## src/rtl/dmem_pkg.sv

```systemverilog
// dmem_pkg -- shared definitions for the data-memory dump block.
// Holds the halfword index map of data memory and the dump FSM states.
// Optional feature macro: DMEM_DUMP_CHECKSUM_EN (adds the CSUM state).
package dmem_pkg;

    // Halfword index width: mem_a carries the index in bits [8:1].
    localparam int HW_IDX_W     = 8;

    // Data memory regions, as halfword index ranges.
    localparam int ROM_FIRST    = 0;
    localparam int ROM_LAST     = 15;
    localparam int RAM_FIRST    = 16;
    localparam int RAM_LAST     = 47;
    localparam int VERIFY_FIRST = 48;
    localparam int VERIFY_LAST  = 63;

    // Dump sequencer states; CSUM exists only when the checksum word is built.
    typedef enum logic [2:0] {
        IDLE = 3'd0,
        LOAD = 3'd1,
        SEND = 3'd2,
`ifdef DMEM_DUMP_CHECKSUM_EN
        CSUM = 3'd3,
`endif
        DONE = 3'd4
    } dump_state_t;

endpackage

```

## src/rtl/dmem_dump.sv

```systemverilog
// dmem_dump -- streams COUNT halfwords of data memory, starting at BASE_IDX,
// out over a valid/ready interface; one word per two cycles at full rate.
// Optional feature macro: DMEM_DUMP_CHECKSUM_EN appends a 16-bit wrapping
// sum of the dumped words as a final stream word.
module dmem_dump
    import dmem_pkg::*;
#(
    parameter int BASE_IDX = VERIFY_FIRST,
    parameter int COUNT    = VERIFY_LAST - VERIFY_FIRST + 1
) (
    input  logic        clk,
    input  logic        rst_n,
    input  logic        start,
    output logic        busy,
    output logic        done,
    output logic [31:0] mem_a,
    input  logic [31:0] mem_rd,
    output logic        out_valid,
    input  logic        out_ready,
    output logic [15:0] out_data,
    output logic        out_last
);

    localparam logic [HW_IDX_W-1:0] FIRST_IDX = HW_IDX_W'(BASE_IDX);
    localparam logic [HW_IDX_W-1:0] LAST_IDX  = HW_IDX_W'(BASE_IDX + COUNT - 1);

    dump_state_t         state;
    dump_state_t         state_nxt;
    logic [HW_IDX_W-1:0] idx;
    logic                handshake;
    logic                last_word;
    logic                unused_rd_hi;

    assign handshake    = out_valid && out_ready;
    assign last_word    = (idx == LAST_IDX);
    // Only the low halfword of the read port carries data.
    assign unused_rd_hi = ^mem_rd[31:16];

`ifdef DMEM_DUMP_CHECKSUM_EN
    logic [15:0] sum;
    logic [15:0] sum_next;

    assign sum_next = sum + out_data;
`endif

    // State register.
    always_ff @(posedge clk or negedge rst_n) begin
        // NOTE: sequential state uses non-blocking assignments so every flop
        // samples pre-edge values regardless of block ordering.
        if (!rst_n) begin
            state <= IDLE;
        end else begin
            state <= state_nxt;
        end
    end

    // Next-state decode plus the state-decoded outputs busy, done and mem_a.
    always_comb begin
        // NOTE: every output gets a default first so no path leaves one
        // unassigned, which would otherwise infer a latch.
        state_nxt = state;
        busy      = 1'b1;
        done      = 1'b0;
        mem_a     = '0;
        case (state)
            IDLE: begin
                busy = 1'b0;
                if (start) begin
                    state_nxt = LOAD;
                end
            end
            LOAD: begin
                mem_a     = {23'd0, idx, 1'b0};
                state_nxt = SEND;
            end
            SEND: begin
                if (handshake) begin
`ifdef DMEM_DUMP_CHECKSUM_EN
                    state_nxt = last_word ? CSUM : LOAD;
`else
                    state_nxt = last_word ? DONE : LOAD;
`endif
                end
            end
`ifdef DMEM_DUMP_CHECKSUM_EN
            CSUM: begin
                if (handshake) begin
                    state_nxt = DONE;
                end
            end
`endif
            DONE: begin
                done      = 1'b1;
                state_nxt = IDLE;
            end
            default: begin
                state_nxt = IDLE;
            end
        endcase
    end

    // Datapath: index walk, output word register and running checksum.
    always_ff @(posedge clk or negedge rst_n) begin
        if (!rst_n) begin
            idx       <= FIRST_IDX;
            out_data  <= '0;
            out_valid <= 1'b0;
            out_last  <= 1'b0;
`ifdef DMEM_DUMP_CHECKSUM_EN
            sum       <= '0;
`endif
        end else begin
            case (state)
                IDLE: begin
                    if (start) begin
                        idx <= FIRST_IDX;
`ifdef DMEM_DUMP_CHECKSUM_EN
                        sum <= '0;
`endif
                    end
                end
                LOAD: begin
                    out_data  <= mem_rd[15:0];
                    out_valid <= 1'b1;
`ifdef DMEM_DUMP_CHECKSUM_EN
                    out_last  <= 1'b0;
`else
                    out_last  <= last_word;
`endif
                end
                SEND: begin
                    if (handshake) begin
                        if (!last_word) begin
                            idx <= idx + 1'b1;
                        end
`ifdef DMEM_DUMP_CHECKSUM_EN
                        sum <= sum_next;
                        if (last_word) begin
                            // Checksum word follows the last data word directly.
                            out_data  <= sum_next;
                            out_valid <= 1'b1;
                            out_last  <= 1'b1;
                        end else begin
                            out_valid <= 1'b0;
                            out_last  <= 1'b0;
                        end
`else
                        out_valid <= 1'b0;
                        out_last  <= 1'b0;
`endif
                    end
                end
`ifdef DMEM_DUMP_CHECKSUM_EN
                CSUM: begin
                    if (handshake) begin
                        out_valid <= 1'b0;
                        out_last  <= 1'b0;
                    end
                end
`endif
                default: begin
                end
            endcase
        end
    end

endmodule
```

## config.mk

```make
export PLATFORM = sky130hd
export DESIGN_NAME = dmem_dump
export DESIGN_NICKNAME = d
export VERILOG_FILES = /design/src/rtl/dmem_pkg.sv /design/src/rtl/dmem_dump.sv
export SDC_FILE = /design/constraint.sdc
export NUM_CORES = 1
export LEC_CHECK = 0
export BUFFER_PORTS_ARGS = -buffer_cell sky130_fd_sc_hd__buf_2
export CAP_MARGIN = 10
export CORE_MARGIN = 3
export CORE_UTILIZATION = 41
export CTS_BUF_LIST = sky130_fd_sc_hd__clkbuf_4
export CTS_CLUSTER_SIZE = 25
export DETAILED_ROUTE_END_ITERATION = 8
export PLACE_DENSITY_LB_ADDON = 0.12
export SETUP_SLACK_MARGIN = 0.02
export SLEW_MARGIN = 20
export SYNTH_ARGS = -nofsm -noshare
export SYNTH_HDL_FRONTEND = slang
export SYNTH_SLANG_ARGS = --single-unit
```

## constraint.sdc

```tcl
create_clock -name clk -period 1.8 [get_ports clk]
set_input_delay 0.09 -clock clk [delete_from_list [all_inputs] [get_ports clk]]
set_output_delay 0.09 -clock clk [all_outputs]
set_load 0.02 [all_outputs]
```

==> out/results.tsv <==
stage	metric	value	unit
timing	min_period_over_period	94.5	%
finish	stdcell_area	0.00204	mm^2
clocking	clock_path_buffers	2	
min_path	holdPathStages	3	
critical_path	worst_ep_required_time	2.06	ns
die	coreArea	0.00344	mm^2
grt	grt_first_pass_wirelength	4950	um
power	power	1150	uW
timing	fin_worst_skew	0.0159	ns
job	maxCapViolCount	0	
min_path	hp-class	in2reg	
timing	fin_tns_setup	0	ns
detailed_routing	wl_per_cell	12.4	um
synth	async_flop_share	100	%
die	chipWidth	66.7	um
synth	postSynthCellCount	133	
clocking	cts_max_level	2	
grt	grt_pass1_vias	1112	
timing	finalWorstSetupSlack	0.0996	ns
power	powerDensity	561	mW/mm^2
grt	antenna_found_initial	0	
timing	timing.fmax	588	MHz
timing	rsz0062_at_grt	false	
critical_path	start_kind	flop	
clocking	clkLatencyLatePin	0.33	ns
detailed_routing	drc	0	
timing	hold_viol	0	
synth	synth_cell_types	39	
die	die_h	66.7	um
clocking	cts_tree	done	
synth	synth_edf_count	0	
critical_path	critPathMaxFanout	5	
finish	area.growth.synth_to_final	35.3	%
detailed_routing	detail_route.wirelength	3220	um
die	initial_core_util	43.9	%
detailed_routing	first_pass_iters	4	
clocking	post_cts_buffers	0	
power	p_leak	0.00115	uW
clocking	clockRootBuffer	clkbuf_4	
synth	netlist_area	0.00151	mm^2
timing	period_minus_slack	1.70	ns
detailed_routing	vias_per_cell	4.63	
place	dp_hpwl	2210	um
clocking	cts_buffers	5	
place	post_dp_cell_area	0.00181	mm^2
die	io_pins	88	
synth	syn_avg_cell_area	11.4	um^2
timing	max_slew_margin	56.8	%
detailed_routing	num_vias	1204	
clocking	cts.sinks	29	
detailed_routing	ant_nets	0	
finish	n_antenna_cell	0	
finish	fill_cells	301	
finish	nets	250	
grt	track_usage	15.3	%
timing	worstMarginPinSlew	0.648	ns
critical_path	end_kind	flop	
critical_path	cp.arrival	1.96	ns
die	die-area	0.00445	mm^2
die	num_rows	21	
critical_path	worstRegToRegCells	5	
clocking	cts.reportedPaths.clkPinSlew	0.09	ns
synth	yosys_warnings	0	
grt	overflow	0	
critical_path	crit_type	reg2reg	
synth	synth.ff_latch_count	29	
detailed_routing	drt-initial-drc-count	18	
outcome	status	finished, final reports clean	
synth	synth_flop_cell	dfrtp_1	
finish	drive_above_1_share	48.6	%
place	dp_slack	0.109	ns
timing	finalSetupViolCount	0	
finish	fin_util	59.4	%
timing	final-max-slew-violation-count	0	
place	gp_congestion	0.747	
grt	grt_max_degree	30	
power	max-vdd-ir-drop	0.483	mV
place	portBuffers	47	
synth	synth.yosys.seq_area_share	48.2	%
-- kinds of logic after synthesis --
family / count (synthesis) / share of synthesized area (%)
buf+inv: 31 / 13.8
simple gates: 35 / 14.2
compound gates: 19 / 10.0
flops: 29 / 48.2
fa+ha+maj: 1 / 0.828
other cells: 1 / 0.248
mux: 17 / 12.7
-- worst paths after layout --
kind / slack (ns) / to / from
worst max-delay path: 0.1 / idx[5]$_DFFE_PN1P_ / idx[5]$_DFFE_PN1P_
worst min-delay path: 0.07 / out_valid$_DFFE_PN0P_ / out_ready
worst max register to register: 0.1 / idx[5]$_DFFE_PN1P_ / idx[5]$_DFFE_PN1P_
worst min register to register: 0.50 / out_last$_DFFE_PN0P_ / out_last$_DFFE_PN0P_
max in group asynchronous: 1.05 / out_data[13]$_DFFE_PN0N_ / rst_n
min in group asynchronous: 0.32 / out_data[6]$_DFFE_PN0N_ / rst_n
-- where the power goes --
group	leakage, uW	internal (uW)	switching, uW
clock	0.0000310	147	241
combinational	0.000730	38.7	67.4
sequential	0.000388	651	0
total	0.00115	837	309
-- sequential cells by signal, summed over array words and instances, names as in the netlist --
register and cells:
out_data 16, idx 8, state 3, out_last 1, out_valid 1
-- through the flow --
stage | hold WS, ns | cells
6_report | 0.0748 | 260
5_1_grt | 0.0584 | 260
4_1_cts | 0.0513 | 260
3_5_place_dp | 0.167 | 235
3_3_place_gp | 0.145 | 235
2_1_floorplan | -0.206 | 156
-- cell type report --
| type | instances | area (um^2) | area share [%] |
|---|---|---|---|
| inverters | 4 | 15.0 | 0.734 |
| flip-flops and latches | 29 | 728 | 35.6 |
| well taps | 46 | 57.6 | 2.82 |
| repair buffers | 77 | 515 | 25.2 |
| clock inverters | 3 | 17.5 | 0.857 |
| clock buffers | 5 | 37.5 | 1.84 |
| multi-input cells | 96 | 673 | 32.9 |
-- cell usage in the layout, fill, tap and decap left out, drive strengths merged, types with 2 or more instances in the layout --
cell type	netlist	final
buf	26	60
dfrtp	27	27
conb	1	24
mux2	17	17
dlygate4sd3	0	17
and2	9	9
nand2	6	6
clkbuf	1	5
nor2	4	4
o21ai	4	4
inv	4	4
nor3	3	3
nor3b	3	3
nand3	2	2
a31oi	2	2
clkinv	0	2
dfstp	2	2
nor4	2	2
a31o	2	2
a211oi	2	2
a21o	2	2
-- layer usage --
metal | GRT usage [%] | up-vias | wire (um) | part of all wire, %
met5 | 0 | - | 0 | 0
met4 | 6.09 | 0 | 0 | 0
met3 | 5.23 | 0 | 267 | 8.3
met2 | 27.4 | 53 | 1680 | 52
met1 | 16.4 | 573 | 1270 | 40
li1 | - | 578 | - | -
-- synthesized netlist by cell type (2+ instances only) --
| cell | number | share of area, % |
|---|---|---|
| o21ai_0 | 4 | 1.3 |
| nand3_1 | 2 | 0.66 |
| nor3b_1 | 3 | 1.5 |
| a211oi_1 | 2 | 0.99 |
| buf_4 | 24 | 12 |
| and2_1 | 8 | 3.3 |
| dfstp_2 | 2 | 3.5 |
| inv_1 | 3 | 0.74 |
| nor2_1 | 4 | 0.99 |
| a31oi_1 | 2 | 0.83 |
| mux2_2 | 17 | 13 |
| dfrtp_1 | 27 | 45 |
| nand2_1 | 6 | 1.5 |
| nor3_1 | 3 | 0.99 |
| buf_2 | 2 | 0.66 |
-- critical path: stages (launching register included) --
cell and delay (ns):
dfstp_2 0.54, inv_1 0.08, or4_4 0.57, a21boi_4 0.19, inv_2 0.07, a31o_1 0.20
-- what timing repair did --
item                       4_1_cts  5_1_grt
setup endpoints to repair        0        1
hold endpoints to repair        43        0
hold buffers                    17        0
gates resized for setup          0        2
(Power assumes the default switching activity.)
